## config.mk

```make
export PLATFORM = sky130hd
export DESIGN_NAME = poly_mau_result_capture
export DESIGN_NICKNAME = d
export VERILOG_FILES = /design/src/rtl/poly_mau_result_capture.sv
export SDC_FILE = /design/constraint.sdc
export NUM_CORES = 1
export LEC_CHECK = 0
export CAP_MARGIN = 15
export CELL_PAD_IN_SITES_DETAIL_PLACEMENT = 0
export CELL_PAD_IN_SITES_GLOBAL_PLACEMENT = 1
export CORE_MARGIN = 2
export CORE_UTILIZATION = 36
export CTS_BUF_LIST = sky130_fd_sc_hd__clkbuf_8 sky130_fd_sc_hd__clkbuf_16
export CTS_CLUSTER_SIZE = 8
export DETAILED_ROUTE_END_ITERATION = 6
export PLACE_DENSITY = 0.67
export SYNTH_ARGS = -nofsm -noshare
export SYNTH_HDL_FRONTEND = slang
export SYNTH_SLANG_ARGS = --single-unit
```

## constraint.sdc

```tcl
create_clock -name clk -period 7.4 [get_ports clk]
set_clock_uncertainty 0.05 [all_clocks]
set_input_delay 1.48 -clock clk [delete_from_list [all_inputs] [get_ports clk]]
set_output_delay 1.48 -clock clk [all_outputs]
set_load 0.05 [all_outputs]
```

## src/rtl/poly_mau_result_capture.sv

```systemverilog
// poly_mau_result_capture
//   Captures {poly_mau_o1, poly_mau_o0} result pairs from POLY_MAU into a small
//   FIFO during a capture window. A start pulse arms the window. The window
//   closes after EXP_CNT results or after TIMEOUT cycles. The local-bus side
//   pops the results at any time.
//
//   Optional feature: define POLY_CAP_LATENCY_EN to build the start-to-first-valid
//   latency counter. Without it, lat_cycles is tied to 0.
//
// Ports
//   clk, rst_n          clock (rising edge) and async active-low reset
//   start               1-cycle arm pulse; flushes the FIFO and clears the flags
//   mau_valid/o0/o1     POLY_MAU result strobe and data words
//   rd_req              1-cycle pop request
//   rd_data, rd_vld     popped {o1,o0}; registered, valid the cycle after rd_req
//   count               FIFO occupancy, 0..DEPTH
//   busy                window open (WAIT)
//   done                sticky: window closed
//   timeout             sticky: window closed by the cycle limit
//   overflow            sticky: a result was dropped because the FIFO was full
//   lat_cycles          start-to-first-result latency in cycles
module poly_mau_result_capture #(
  parameter int DATA_W  = 24,
  parameter int DEPTH   = 8,
  parameter int EXP_CNT = 1,
  parameter int TIMEOUT = 15
) (
  input  logic                     clk,
  input  logic                     rst_n,
  input  logic                     start,
  input  logic                     mau_valid,
  input  logic [DATA_W-1:0]        mau_o0,
  input  logic [DATA_W-1:0]        mau_o1,
  input  logic                     rd_req,
  output logic [2*DATA_W-1:0]      rd_data,
  output logic                     rd_vld,
  output logic [$clog2(DEPTH):0]   count,
  output logic                     busy,
  output logic                     done,
  output logic                     timeout,
  output logic                     overflow,
  output logic [7:0]               lat_cycles
);

  localparam int AW = $clog2(DEPTH);
  localparam int CW = AW + 1;
  localparam int RW = 16;
  localparam logic [RW-1:0] EXP_V  = RW'(EXP_CNT);
  localparam logic [7:0]    TO_V   = 8'(TIMEOUT);
  localparam logic [CW-1:0] FULL_V = CW'(DEPTH);

  typedef enum logic [1:0] {S_IDLE, S_WAIT, S_DONE} state_t;

  state_t state, state_nxt;

  logic [RW-1:0] res_cnt, res_nxt;
  logic [7:0]    cyc_cnt, cyc_nxt;
  logic          in_wait, take, hit_cnt, hit_to, close;
  logic          full, empty, push, pop, ovf_set;
  logic [AW-1:0] wptr, rptr;
  logic [2*DATA_W-1:0] mem [DEPTH];

  // A result that arrives in the start cycle belongs to neither window.
  assign in_wait = (state == S_WAIT);
  assign take    = in_wait && mau_valid && !start;
  assign res_nxt = res_cnt + 1'b1;
  assign cyc_nxt = cyc_cnt + 1'b1;
  assign hit_cnt = take && (res_nxt == EXP_V);
  assign hit_to  = in_wait && !start && (cyc_nxt == TO_V);
  assign close   = hit_cnt || hit_to;
  assign busy    = in_wait;

  // ---------------- FSM ----------------
  always_ff @(posedge clk or negedge rst_n) begin
    if (!rst_n) state <= S_IDLE;
    else        state <= state_nxt;
  end

  always_comb begin
    state_nxt = state;
    if (start)               state_nxt = S_WAIT;
    else if (in_wait && close) state_nxt = S_DONE;
  end

  // ---------------- window counters and flags ----------------
  always_ff @(posedge clk or negedge rst_n) begin
    if (!rst_n) begin
      res_cnt  <= '0;
      cyc_cnt  <= '0;
      done     <= 1'b0;
      timeout  <= 1'b0;
      overflow <= 1'b0;
    end else if (start) begin
      res_cnt  <= '0;
      cyc_cnt  <= '0;
      done     <= 1'b0;
      timeout  <= 1'b0;
      overflow <= 1'b0;
    end else begin
      if (in_wait) cyc_cnt <= cyc_nxt;
      if (take)    res_cnt <= res_nxt;
      if (close) begin
        done    <= 1'b1;
        // When the count and the time limit coincide, the count wins.
        timeout <= !hit_cnt;
      end
      if (ovf_set) overflow <= 1'b1;
    end
  end

  // ---------------- FIFO ----------------
  assign full  = (count == FULL_V);
  assign empty = (count == '0);
  // A pop frees a slot in the same cycle, so a push into a full FIFO is kept
  // when a pop accompanies it. A pop that coincides with start is discarded
  // because the flush empties the FIFO anyway.
  assign pop     = rd_req && !empty && !start;
  assign push    = take && (!full || pop);
  assign ovf_set = take && full && !pop;

  always_ff @(posedge clk or negedge rst_n) begin
    if (!rst_n) begin
      wptr  <= '0;
      rptr  <= '0;
      count <= '0;
    end else if (start) begin
      wptr  <= '0;
      rptr  <= '0;
      count <= '0;
    end else begin
      if (push) wptr <= wptr + 1'b1;
      if (pop)  rptr <= rptr + 1'b1;
      case ({push, pop})
        2'b10:   count <= count + 1'b1;
        2'b01:   count <= count - 1'b1;
        default: count <= count;
      endcase
    end
  end

  always_ff @(posedge clk) begin
    if (push) mem[wptr] <= {mau_o1, mau_o0};
  end

  always_ff @(posedge clk or negedge rst_n) begin
    if (!rst_n) begin
      rd_data <= '0;
      rd_vld  <= 1'b0;
    end else begin
      rd_vld <= pop;
      if (pop) rd_data <= mem[rptr];
    end
  end

  // ---------------- latency measurement ----------------
`ifdef POLY_CAP_LATENCY_EN
  logic [7:0] lat_cnt, lat_nxt;
  logic       lat_got;

  // lat_nxt is the cycle count including the current cycle, so a result one
  // cycle after start reads as 1.
  assign lat_nxt = (lat_cnt == 8'hFF) ? lat_cnt : lat_cnt + 1'b1;

  always_ff @(posedge clk or negedge rst_n) begin
    if (!rst_n) begin
      lat_cnt    <= '0;
      lat_got    <= 1'b0;
      lat_cycles <= '0;
    end else if (start) begin
      lat_cnt    <= '0;
      lat_got    <= 1'b0;
      lat_cycles <= '0;
    end else begin
      lat_cnt <= lat_nxt;
      if (take && !lat_got) begin
        lat_cycles <= lat_nxt;
        lat_got    <= 1'b1;
      end
    end
  end
`else
  assign lat_cycles = '0;
`endif

endmodule

```

# ---- Word level (Yosys, flattened, before mapping)
# Memories as Yosys holds them, arrays and structs flattened. A register that Yosys moved wholly into a read port is not among the register bits.
# Cells that the tools add are included.
dict set report word_totals {
  regBits 40
  ramBits 384
  inputBits 53
  wordCells 71
  mem_count 1
}
dict set report classes {
  addsub 6
  eq_ne 6
  muxes 20
  n_reduce_logical 28
}
# memory words word_bits rd rd_clocked_by_memory_dff write_ports line
set memory_table {}
lappend memory_table {mem 8 48 1 1 1 61} ;# logic [2*DATA_W-1:0] mem [DEPTH];
# operator count
set op_table {}
lappend op_table {{$mux W16} 2}
lappend op_table {{$add A16 B1 Y16 const B} 1}
lappend op_table {{$eq A16 B1 Y1 const B} 1}
lappend op_table {{$mux W8} 2}
lappend op_table {{$reduce_bool A2 Y1} 7}
lappend op_table {{$mux W3} 4}
lappend op_table {{$logic_and A1 B1 Y1} 11}
lappend op_table {{$add A8 B1 Y8 const B} 1}
lappend op_table {{$eq A8 B4 Y1 const B} 1}
lappend op_table {{$mux W1} 8}
lappend op_table {{$pmux W4 S2} 1}
lappend op_table {{$add A3 B1 Y3 const B} 2}
lappend op_table {{$logic_not A1 Y1} 6}
lappend op_table {{$add A4 B1 Y4 const B} 1}
lappend op_table {{$eq A2 B1 Y1 const B} 2}
lappend op_table {{$eq A4 B4 Y1 const B} 1}
lappend op_table {{$logic_not A4 Y1} 1}
lappend op_table {{$mux W2} 2}
lappend op_table {{$mux W4} 1}
lappend op_table {{$sub A4 B1 Y4 const B} 1}
lappend op_table {{$reduce_bool A3 Y1} 1}
lappend op_table {{$eq A2 B2 Y1 const B} 1}
lappend op_table {{$logic_or A1 B1 Y1} 2}

# ---- Depth between registers and ports, before layout
# Gate-level depths: netlist of run 1.
dict set report logic_depth {
  depth_word 9
  mapped_depth 8
  ltp_nobuf 8
}

# ---- Least setup slack after synthesis of run 1
# No wires, ideal clock.
dict set report synth_path {
  path_type {input port to flip-flop}
  from {in start}
  to {mem mem[2][0] (netlist bit), enable pin}
  setup_time_ns 0.523
  arrival_time_ns 5.924
  required_ns 6.827
  setup_slack_ns 0.903
  path_stages 6
  cell_sequence {buf_6 nor2b_1 nor3_1 nor3_1 nand2b_1 nor3b_1}
}
dict set report synth_via {
  elab_chain_cells 6
  word_cells_on_any_way 7
}
# element line
set synth_rtl {}
lappend synth_rtl {{start: declaration} 30} ;# input logic start,
lappend synth_rtl {{$logic_not A1 Y1 *} {65, 117}}
lappend synth_rtl {{$logic_and A1 B1 Y1} 117} ;# assign pop = rd_req && !empty && !start;
lappend synth_rtl {{$logic_or A1 B1 Y1} 118} ;# assign push = take && (!full || pop);
lappend synth_rtl {{$logic_and A1 B1 Y1 *} 118}
lappend synth_rtl {{$mux W1 *} 142} ;# if (push) mem[wptr] <= {mau_o1, mau_o0};
lappend synth_rtl {{$mux W1 (not written as such) *} 142}
lappend synth_rtl {{end: declaration} 61}
# Mark *: on every way between the ends. The rest lies on a longest branch, timed or not.

# ---- Worst setup path after layout of run 1
dict set report layout_path {
  from {in start}
  to {mem mem[7][35] (netlist bit), enable pin}
}
# Same word-level chain as after synthesis.

==> results list, run 1 <==
- Final period utilization: 0.588
- Counting along the longest clock path gives a buffer depth of 3.
- DP Worst Slack: about 2.4 ns
- Class of the tightest hold or removal check: register to register
* CP Launch Type: primary input
* Number of buffers added for setup after CTS: 0
- Warnings from Yosys: 0
- Final HPWL from detailed placement: between 20000 and 25000 um
- Of the total power, the clock network draws 0.358.
* Worst slack on hold paths: 0.463 ns
* First-pass GRT wire length: between 50000 and 60000 um
- Clock Sinks: about 470
* Post-detailed-route count of antenna-violating nets: 0
- In this run, the number of DRC markers left after iteration 0 of detailed routing was 640.
- Number of distinct library cell variants in the gate-level netlist after synthesis: 52
- Compared with the post-synthesis result, the final layout area differs by 21.0%.
* Crit path DAT: between 4 and 5 ns
- In the post-route analysis, the smallest setup slack over all paths is roughly 3.0 ns.
* Cts repair resizes: 0
* Routing usage on met2: 0.229
- Proportion of power drawn by flip-flops and latches: 0.417
- Horizontal extent of the die: roughly 230 um
- For the pin with the worst max-slew slack, the measured transition is ~1.0 ns.
* Die area: between 0.05 and 0.06 mm^2
- In the global route stage, met3 resource usage came out at 0.0358.
* Area share of the leading cell type in the synthesized netlist: 0.625
- In the final layout, the share of cells above drive strength 1 is 0.177.
- Number of hold-repair buffers added at the cts stage: 0
* Met1 usage in global routing: 0.200
- In the layout the commonest cells are 384 x sky130_fd_sc_hd__edfxtp_1, 108 x sky130_fd_sc_hd__clkdlybuf4s50_1, 96 x sky130_fd_sc_hd__mux4_2.
* Area fraction in compound gates after synthesis: 0.0273
- Unrepaired setup endpoints after global routing: no
- During placement, the flow inserted port buffers numbering 109.
- Power Density: 349 mW/mm^2
- Clk_lat worst skew: 0.58 ns
- Of the total synthesized cell area, the portion taken by AND, OR, NAND and NOR gates is 0.0438.
- Routed wire length: ~37000 um
- Share of power burned in combinational logic: 0.225
- By area, the combinational part of the netlist is dominated by multiplexers.
* Initial antenna violation count: 3
* Max capacitance violation total: 0
- The first TritonRoute pass finished after 5 iterations.
- Via count of the first global-routing pass: slightly below 10000
* Total Nets Final: around 1200
- After clock tree synthesis, the clock-pin slew on the worst setup and hold paths is 0.05 ns.
- R2R cell count: 6
* Static leakage: 7.48 nW
- Dividing the synthesized area by the synthesized cell count gives 18.8 um^2.
- By startpoint and endpoint, the worst setup path is classified as primary input to register.
- Entering global routing, the biggest net connects 76 pins.
- In this run, placement finished with an instance count of roughly 1700.
* Critical R2R Launch: state[1]
- Result of the run: finished clean
- The die is 230 um tall.
- Sequential element share of the synthesized area: 0.744
- Final setup vio count: 0
- Summed over all layers, the global routing overflow is 0.
- Arithmetic-cell share of the synthesized area counting full adders, half adders and majority gates: 0.00651
- TritonCTS built the clock tree.
- Yosys attributes the largest share of cell area to sky130_fd_sc_hd__edfxtp_1 62%, sky130_fd_sc_hd__dfrtp_1 12%, sky130_fd_sc_hd__mux4_2 12%, sky130_fd_sc_hd__mux2i_1 2.8%, sky130_fd_sc_hd__nor2_1 1.9%.
- The root buffer cell chosen for the clock tree is sky130_fd_sc_hd__clkbuf_16.
- The synthesized design spends more area on one cell type than any other, namely sky130_fd_sc_hd__edfxtp_1.
- For this configuration, the core starts out at a cell density of 0.366.
* Required time at the endpoint of the critical path: roughly 7.6 ns
- The final-report max-slew violation count came to 0.
* Top-level I/O count: around 120
- Xor and xnor fraction of the mapped netlist area: 0.0142
- Internal portion of total power: 5.50 mW
* Number of H-tree levels: 3
- Cell depth of the worst min-delay path: 2
* Setup slack on the worst flop-to-flop path: around 3.4 ns
- Final weighted congestion of routability-driven global placement: 0.726
- Measured against its own limit, the worst slew margin works out to 0.303.
- Maximum fanout along the worst path: 45
* Most common cell after layout, fill and taps aside: sky130_fd_sc_hd__edfxtp_1
- The routed layout has slightly above 9000 vias.
- Post-synth design cell area: about 0.018 mm^2
- For this run, design rule violations remaining after detail routing come to 0.
- Total CTS buffers: between 60 and 70
* Clock period minus worst slack: roughly 4.4 ns
- In this run, synthesis inferred around 380 flip-flops with an integrated enable.
- The total count of hold-check failures in the final report came to 0.
- Post-route non-filler standard cell count: between 1500 and 2000
* Instance count of the mapped netlist: 982
- Number of storage elements in the synthesis netlist: 472
- The repair_antennas step left the layout with diodes totalling 0.
- Critical Path Sink Type: register
* Switching Fraction: 0.295
* Vias per inst: 4.95
- The core region is about 0.050 mm^2.
- Total Routing Usage GR: 0.144
- Final routed wire length divided by cell count: roughly 20 um
- Share of cell area taken by muxes after synthesis: 0.145
- Of all flip-flops after synthesis, the portion carrying an async set or reset was 0.186.
- VDD sags by at most 0.192 mV.
* Endpoint of the most critical setup path: mem[7][35]
* P_sw: 2.30 mW
- Source of the critical timing path: start
- Maximum clock rate: approximately 230 MHz
- Final total negative setup slack: 0 ns
* Number of placement rows: 82
- met2 is the most crowded layer.
- Final design utilization: 0.443
- Post-synth top flop: sky130_fd_sc_hd__edfxtp_1
- In this run the critical register-to-register path is captured at mem[7][35].
## critical path, stage by stage
cell and delay [ns]:
sky130_fd_sc_hd__clkdlybuf4s50_1 0.40, sky130_fd_sc_hd__buf_4 0.29, sky130_fd_sc_hd__nor2b_1 0.21, sky130_fd_sc_hd__nor3_1 0.08, sky130_fd_sc_hd__nor3_1 0.44, sky130_fd_sc_hd__nand2_1 0.32
sky130_fd_sc_hd__nor2_4 0.84, sky130_fd_sc_hd__buf_4 0.45
## logic make-up (layout without fill, tap and decap cells)
group / after synthesis / in the layout
and+or+nand+nor: 171 / 171
adders and majority gates: 9 / 9
buffers and inverters: 68 / 257
DFF: 472 / 472
muxes: 147 / 147
other: 1 / 8
AOI/OAI and AO/OA: 84 / 84
xor gates and xnor gates: 30 / 30
## power groups by stage
stage / clock, mW / sequential (mW) / combinational (mW)
after detailed placement: 0 / 3.31 / 1.78
after global routing: 2.98 / 3.29 / 1.88
final: 2.79 / 3.25 / 1.75
after global placement: 0 / 3.30 / 1.77
after floorplan: 0 / 3.68 / 0.829
after CTS: 2.87 / 3.26 / 1.79
## cell usage after synthesis (2+ instances only)
cell / count
sky130_fd_sc_hd__nand4_1: 7
sky130_fd_sc_hd__buf_6: 4
sky130_fd_sc_hd__nor3b_1: 5
sky130_fd_sc_hd__clkbuf_1: 29
sky130_fd_sc_hd__nand3_1: 9
sky130_fd_sc_hd__a211oi_1: 4
sky130_fd_sc_hd__ha_1: 8
sky130_fd_sc_hd__and3_1: 2
sky130_fd_sc_hd__a21oi_1: 60
sky130_fd_sc_hd__a221o_1: 2
sky130_fd_sc_hd__nand2_1: 21
sky130_fd_sc_hd__nand2b_1: 3
sky130_fd_sc_hd__inv_1: 10
sky130_fd_sc_hd__dfrtp_1: 88
sky130_fd_sc_hd__nor3_1: 8
sky130_fd_sc_hd__or3_2: 2
sky130_fd_sc_hd__xor2_1: 18
sky130_fd_sc_hd__nor4_1: 4
sky130_fd_sc_hd__or3_1: 4
sky130_fd_sc_hd__a21o_1: 2
sky130_fd_sc_hd__clkbuf_8: 2
sky130_fd_sc_hd__buf_1: 7
sky130_fd_sc_hd__nor2_1: 92
sky130_fd_sc_hd__nor4b_1: 2
sky130_fd_sc_hd__nor2b_1: 3
sky130_fd_sc_hd__buf_2: 8
sky130_fd_sc_hd__mux2i_1: 51
sky130_fd_sc_hd__mux4_2: 96
sky130_fd_sc_hd__and4_1: 2
sky130_fd_sc_hd__xnor2_1: 12
sky130_fd_sc_hd__o21ai_0: 6
sky130_fd_sc_hd__edfxtp_1: 384
sky130_fd_sc_hd__buf_4: 8
## per-stage QoR
step	power (mW)	cell area, um^2
floorplan	4.51	18500
global placement	5.08	20300
detailed placement	5.09	20300
CTS	7.92	22300
global route	8.15	22300
finish	7.80	22300
## flip-flops by register name, indices dropped and copies added, names as in the netlist, 2 cells and up
register	cells
mem	384
res_cnt	16
rd_data	48
wptr	3
rptr	3
cyc_cnt	8
state	2
count	4
## cell type report
type                    count  area [um^2]
clock inverters            52          245
repair buffers            125         1250
well taps                 672          841
multi-input cells         449         4450
clock buffers              70         1750
fillers                  4365        28100
flip-flops and latches    472        13700
inverters                  10         37.5
## worst min-delay path by stage
| stage | from | to | slack [ns] |
|---|---|---|---|
| after floorplan | state[0] | state[0] | 0.43 |
| after global placement | state[0] | state[0] | 0.45 |
| after detailed placement | state[0] | state[0] | 0.45 |
| after CTS | state[0] | state[0] | 0.47 |
| after global routing | state[0] | state[0] | 0.49 |
| final | done | done | 0.46 |
## routing by layer
layer  part of all wire  up-vias
met3              0.049       69
li1                   -     4150
met2               0.48      192
met1               0.46     4735
met5             0.0011        -
met4              0.019        6
No activity file was read; power rests on OpenSTA's default activity.
==> inputs of run 2 (changes only) <==
Settings changed: PLACE_DENSITY 0.67 to 0.69.
Clock period 7.4 ns to 3.7 ns, I/O delays scaled along.
==> results list, run 2 (same netlist as run 1, synthesis figures left out) <==
- The run finished with clean final reports.
- Horizontal extent of the die: 230 um (unchanged)
* DP Worst Slack: 0.433 ns (-1.98 ns)
- Max capacitance violation total: 0 (unchanged)
- The power after layout was 15.8 mW (+100%).
- The die outline area was 0.0531 mm^2 (unchanged).
- The number of buffers created by CTS is 69 (unchanged).
- Vias after detailed routing: 9234 (+0.90%)
* Register with the highest flop count: mem
- Post-layout worst setup margin: 0.742 ns (-2.30 ns)
- Count of buffers from port buffering: 109 (unchanged)
- Pin count of the biggest net entering global routing: 98 (+29%)
- The number of cell rows is 82 (unchanged).
* Clock period minus worst slack: ~3.0 ns
* Final setup vio count: 0 (unchanged)
* Vias per inst: 4.95 (about the same)
* Final period utilization: 0.799
* Most common cell after layout, fill and taps aside: sky130_fd_sc_hd__edfxtp_1
* Clock Root Buffer: sky130_fd_sc_hd__clkbuf_16
* Highest-count cells in the layout ignoring fill and taps: 384 x sky130_fd_sc_hd__edfxtp_1, 108 x sky130_fd_sc_hd__clkdlybuf4s50_1, 96 x sky130_fd_sc_hd__mux4_2
* Cell family contributing the most delay on the critical path: buffers and inverters
- The placed wire-length estimate after detailed placement is 21700 um (+1.2%).
* CP Class: register to output port
- Unrepaired setup endpoints after global routing: no
- Number of max-slew violations in the final report: 0 (unchanged)
* Worst Max-Slew Pin Slew: 1.10 ns (+0.0596 ns)
- TritonCTS built the clock tree.
- The buffer levels on the longest clock path was 3 (unchanged).
* Static leakage: 7.61 nW (+1.7%)
- Worst rel slew slack: 0.267 (-0.0360)
- The count of boundary I/O pins was 118 (unchanged).
- Starting utilization of the core area: 0.366 (unchanged)
- The number of H-tree levels was 3 (unchanged).
- Crit path DAT: 2.17 ns (-2.37 ns)
* Synthesis-to-layout area growth: 22.6%
* Total Routing Usage GR: 0.144 (about the same)
- Worst-path cell chain: nor2b_1 > buf_4 > clkdlybuf4s50_1
- Largest incremental delay on the critical path: 0.81 ns (-0.03 ns)
* Routed wire length: 37400 um (+0.22%)
* Post-detailed-route count of antenna-violating nets: 0 (unchanged)
* Required time at the endpoint of the critical path: 2.91 ns (-4.67 ns)
- The worst setup path is launched from a register.
- Class of the tightest hold or removal check: primary input to async pin
- Post-Layout Inst Area: 0.0226 mm^2 (+1.3%)
* Number of filler cells placed in the layout: 4321 (-1.0%)
* Number of hold-repair buffers added at the cts stage: 0 (unchanged)
- Number of buffers added for setup after CTS: 0 (unchanged)
- Clk_lat worst skew: 0.57 ns (about the same)
- The antenna diode instance count was 0 (unchanged).
- The global-route wire length before repair came to 58000 um (-0.45%).
- The number of gates given a new drive strength after cts was 0 (unchanged).
* Slowest CP cell: sky130_fd_sc_hd__clkdlybuf4s50_1
- Total congestion overflow after global routing: 0 (unchanged)
- Final routed wire length divided by cell count: 20.0 um (-0.69%)
* Initial antenna violation count: 1 (-2)
- The first-pass iteration count of the detailed router was 4 (-1).
* Maximum clock rate: around 340 MHz
- Final design utilization: 0.449 (+0.00596)
* Cell area after placement: 0.0206 mm^2 (+1.2%)
- The post-detailed-route DRC marker count is 0 (unchanged).
- Total Nets Final: 1203 (+1.2%)
- The maximum resistive drop on vdd came to 0.412 mV (+110%).
- The clock sink count is 472 (unchanged).
* Critical Path Sink Type: output port
- Flip-flop count of the largest register after layout: 384 (unchanged)
- Via count of the first global-routing pass: 9694 (+0.29%)
* Number of buffers and inverters on the critical path: 2 (-1)
- Power Density: 698 mW/mm^2 (+100%)
* Maximum fanout along the worst path: 8 (-82%)
- Placeable core region: 0.0504 mm^2 (unchanged)
- The total count of hold-check failures in the final report came to 0 (unchanged).
- Largest regs: mem (384), rd_data (48), res_cnt (16)
* Clock-pin slew on the worst setup and hold paths: 0.05 ns (about the same)
- The violation count after the first detailed-route iteration is 740 (+16%).
- The final total negative setup slack came to 0 ns (unchanged).
* Share of post-route cells with drive strength above 1: 0.187 (+0.00919)
* Height of the die: 230 um (unchanged)
- Final weighted congestion of routability-driven global placement: 0.721 (-0.70%)
run 2: changes by cell type in the layout (fill, tap and decap cells not counted), moves of 2 or more:
cell	change
sky130_fd_sc_hd__clkbuf_16	+3
sky130_fd_sc_hd__buf_4	+7
sky130_fd_sc_hd__nor3b_4	+4
sky130_fd_sc_hd__inv_1	+3
sky130_fd_sc_hd__nor3_2	-2
sky130_fd_sc_hd__nor3b_2	-4
sky130_fd_sc_hd__clkinv_2	-2
sky130_fd_sc_hd__nor3_4	+2
sky130_fd_sc_hd__buf_12	+8
run 2: layer usage:
metal,share of wire,global-route usage,wire [um]
met5,0.00048,0,18
met4,0.019,0.0464,716
met3,0.049,0.0299,1840
met2,0.48,0.230,17800
met1,0.46,0.200,17000
run 2: where the power goes:
group / leakage, nW / total [mW] / switching (mW) / internal [mW]
Sequential: 4.54 / 6.46 / 0.336 / 6.12
Clock: 1.19 / 5.72 / 2.14 / 3.59
Combinational: 1.88 / 3.61 / 2.08 / 1.53
run 2: worst paths after layout:
path / startpoint / endpoint / slack (ns) / cells past startpoint
min in group clk: overflow / overflow / 0.46 / 2
max in group asynchronous: rst_n / rd_data[35] / 2.60 / 2
hold / removal: rst_n / rd_vld / 0.19 / 1
setup reg to reg: count[1] / count[3] / 0.95 / 8
hold reg to reg: overflow / overflow / 0.46 / 2
setup / recovery: state[0] / busy / 0.74 / 3
run 2: final cells by class:
| type | instances | area (um^2) | share of cell area |
|---|---|---|---|
| clock inverter | 51 | 218 | 0.00962 |
| tap | 672 | 841 | 0.0372 |
| clock buffer | 74 | 1840 | 0.0814 |
| multi-input combinational | 449 | 4490 | 0.198 |
| sequential | 472 | 13700 | 0.608 |
| inverter | 10 | 37.5 | 0.00166 |
| timing repair buffer | 139 | 1450 | 0.0642 |
run 2: stage by stage:
step,std cells,hold WS [ns]
after floorplan,989,0.394
after global placement,1742,0.441
after detailed placement,1742,0.462
after CTS,1867,0.190
after global routing,1867,0.231
final,1867,0.188
run 2: worst register-to-register path: cells and delay by family, from the launching register on:
kind	cells	cell delay [ns]
compound gates	4	1.19
simple gates	2	0.56
flops	1	0.46
fa+ha+maj	1	0.33
xor+xnor	1	0.09
==> inputs of run 3 (changes only) <==
Settings changed: PLACE_DENSITY 0.69 to 0.67.
Clock period 3.7 ns to 2.9 ns, I/O delays scaled along.
==> results list, run 3 (same netlist as run 1, synthesis figures left out) <==
- Result of the run: finished clean
* Share of post-route cells with drive strength above 1: 0.205 (+0.0182)
- Worst rel slew slack: 0.563 (+0.295)
* Final setup vio count: 0 (unchanged)
* Number of antenna diodes: 0 (unchanged)
* Pin count of the biggest net entering global routing: 70 (-29%)
* Cts repair resizes: 0 (unchanged)
* Most common cell after layout, fill and taps aside: sky130_fd_sc_hd__edfxtp_1
- The final weighted congestion of routability-driven global placement came to 0.769 (+6.6%).
- The first-pass iteration count of the detailed router is 5 (+1).
* Number of buffers and inverters on the critical path: 1 (-1)
- Post-detailed-route count of antenna-violating nets: 0 (unchanged)
- The total count of hold-check failures in the final report came to 0 (unchanged).
- The placed wire-length estimate after detailed placement was 22800 um (+5.1%).
- Worst-path cell chain: clkdlybuf4s50_1
- The worst setup path is of the register to output port kind.
* Clk_lat worst skew: 0.58 ns (about the same)
- The total power divided by cell area was 883 mW/mm^2 (+27%).
- The signal arrival time at the worst endpoint came to 1.86 ns (-0.31 ns).
- Final routed wire length divided by cell count: 20.0 um (-0.36%)
* Post-route DRC violation count: 0 (unchanged)
* Post-layout worst setup margin: 0.412 ns (-0.330 ns)
- Max capacitance violation total: 0 (unchanged)
- Unrepaired setup endpoints after global routing: no
- Routed wire length: 37500 um (+0.23%)
- The global-route wire length before repair is 58400 um (+0.73%).
- Starting utilization of the core area: 0.366 (unchanged)
- The biggest fanout along the worst timing path was 6 (-2).
- For hold timing, the worst endpoint is overflow.
- Clock period minus worst slack: roughly 2.5 ns
* Static leakage: 7.71 nW (+1.3%)
- The total overflow reported by the global router was 0 (unchanged).
- The delay of the slowest cell on the worst path was 0.83 ns (+0.02 ns).
- mem holds more flip-flops than any other register.
- The internal reg-to-reg setup slack is 0.48 ns (-0.47 ns).
* CP Launch Type: register
- Clock Sinks: 472 (unchanged)
- The total via count in the routed design came to 9245 (+0.12%).
- Number of H-tree levels: 3 (unchanged)
- Final total negative setup slack: 0 ns (unchanged)
- Final period utilization: 0.858
* Total CTS buffers: 69 (unchanged)
- Start point of the worst min-delay path: overflow
* Cell area after placement: 0.0208 mm^2 (+1.3%)
- The number of vias per cell after detailed routing was 4.92 (-0.47%).
* Clock-pin slew on the worst setup and hold paths: 0.05 ns (about the same)
- Top-level I/O count: 118 (unchanged)
- The die outline area is 0.0531 mm^2 (unchanged).
- From synthesis to final layout, the design area changed by 24.3%.
- Maximum vdd ir drop: 0.480 mV (+17%)
- The worst setup slack after placement was 0.164 ns (-0.269 ns).
- The summed area of non-filler cells in the final layout is 0.0229 mm^2 (+1.3%).
- The critical path depth in cells is 1 (-2).
- Required time at the endpoint of the critical path: 2.27 ns (-0.64 ns)
- The worst setup path is captured at an output port.
- The number of port buffers was 109 (unchanged).
- Flip-flop count of the largest register after layout: 384 (unchanged)
- Class of the tightest hold or removal check: register to register
* Power, Total: 20.3 mW (+28%)
* Number of max-slew violations in the final report: 0 (unchanged)
- The top cell types in the final layout, fill and taps aside, are 384 x sky130_fd_sc_hd__edfxtp_1, 107 x sky130_fd_sc_hd__clkdlybuf4s50_1, 96 x sky130_fd_sc_hd__mux4_2.
* Buffers from clock root to sink, at most: 3 (unchanged)
* Height of the die: 230 um (unchanged)
- The floorplan die width was 230 um (unchanged).
- The initial antenna violation count was 1 (unchanged).
- The largest individual stage delay along the critical path comes from the cell sky130_fd_sc_hd__clkdlybuf4s50_1.
* Drt initial violations: 572 (-23%)
- Static timing analysis puts the maximum clock frequency at 402 MHz.
- The kind of cell with the highest combined delay along the critical path is buffers and inverters.
- The slew at the pin closest to its max-slew limit was 0.656 ns (-0.443 ns).
- Number of placement rows: 82 (unchanged)
* R2R cell count: 7 (-1)
* Placeable core region: 0.0504 mm^2 (unchanged)
- Cell depth of the worst min-delay path: 2
* Largest regs: mem (384), rd_data (48), res_cnt (16)
- The via count of the first global-routing pass is 9774 (+0.83%).
- The root buffer cell chosen for the clock tree is sky130_fd_sc_hd__clkbuf_16.
- The total routing usage reported by global routing was 0.145 (+0.000721).
- The startpoint identified for the worst register-to-register timing path is res_cnt[0].
- The number of nets in the layout was 1214 (+0.91%).
- TritonCTS built the clock tree.
* R2R Path End: state[0]
## run 3: changes by cell type in the layout (fill, tap and decap cells not counted), moves of 2 or more
cell / delta
sky130_fd_sc_hd__dfrtp_1: -3
sky130_fd_sc_hd__clkinv_16: +2
sky130_fd_sc_hd__buf_12: +11
sky130_fd_sc_hd__inv_1: -4
sky130_fd_sc_hd__nor3_1: -2
sky130_fd_sc_hd__nand2_1: -2
sky130_fd_sc_hd__dfrtp_2: +3
sky130_fd_sc_hd__clkbuf_8: +2
sky130_fd_sc_hd__inv_6: +2
sky130_fd_sc_hd__clkbuf_16: -2
## run 3: cell type report
type / count / area, um^2
clock buffers: 74 / 1820
clock inverters: 51 / 267
fillers: 4311 / 27500
inverters: 10 / 37.5
multi-input cells: 449 / 4540
flip-flops and latches: 472 / 13700
well taps: 672 / 841
repair buffers: 150 / 1670
## run 3: routing by layer
| metal | up-vias | wire length (um) | track usage |
|---|---|---|---|
| met5 | - | 13 | 0 |
| met2 | 204 | 18100 | 0.231 |
| li1 | 4211 | - | - |
| met1 | 4771 | 16900 | 0.199 |
| met4 | 2 | 721 | 0.0446 |
| met3 | 57 | 1700 | 0.0343 |
## run 3: power by group
group / switching (mW) / internal (mW)
Combinational: 2.77 / 2.00
Clock: 2.85 / 4.49
Sequential: 0.331 / 7.81
## run 3: through the flow
stage | hold slack (ns) | instances | util
2_1_floorplan | 0.234 | 989 | -
3_3_place_gp | 0.451 | 1752 | 0.414
3_5_place_dp | 0.450 | 1752 | 0.414
4_1_cts | 0.464 | 1878 | 0.455
5_1_grt | 0.490 | 1878 | 0.455
6_report | 0.457 | 1878 | 0.455
## run 3: timing repair
| action | CTS | global route |
|---|---|---|
| hold buffers | 1 | 0 |
| endpoints found under the hold margin | 31 | 0 |
| buffers inserted | 0 | 0 |
## run 3: worst max path at each step
stage	endpoint	startpoint
3_3_place_gp	count[3]	mau_valid
2_1_floorplan	mem[2][0]	state[1]
4_1_cts	count[0]	count[0]
6_report	count[0]	count[0]
5_1_grt	state[0]	res_cnt[1]
3_5_place_dp	count[3]	mau_valid
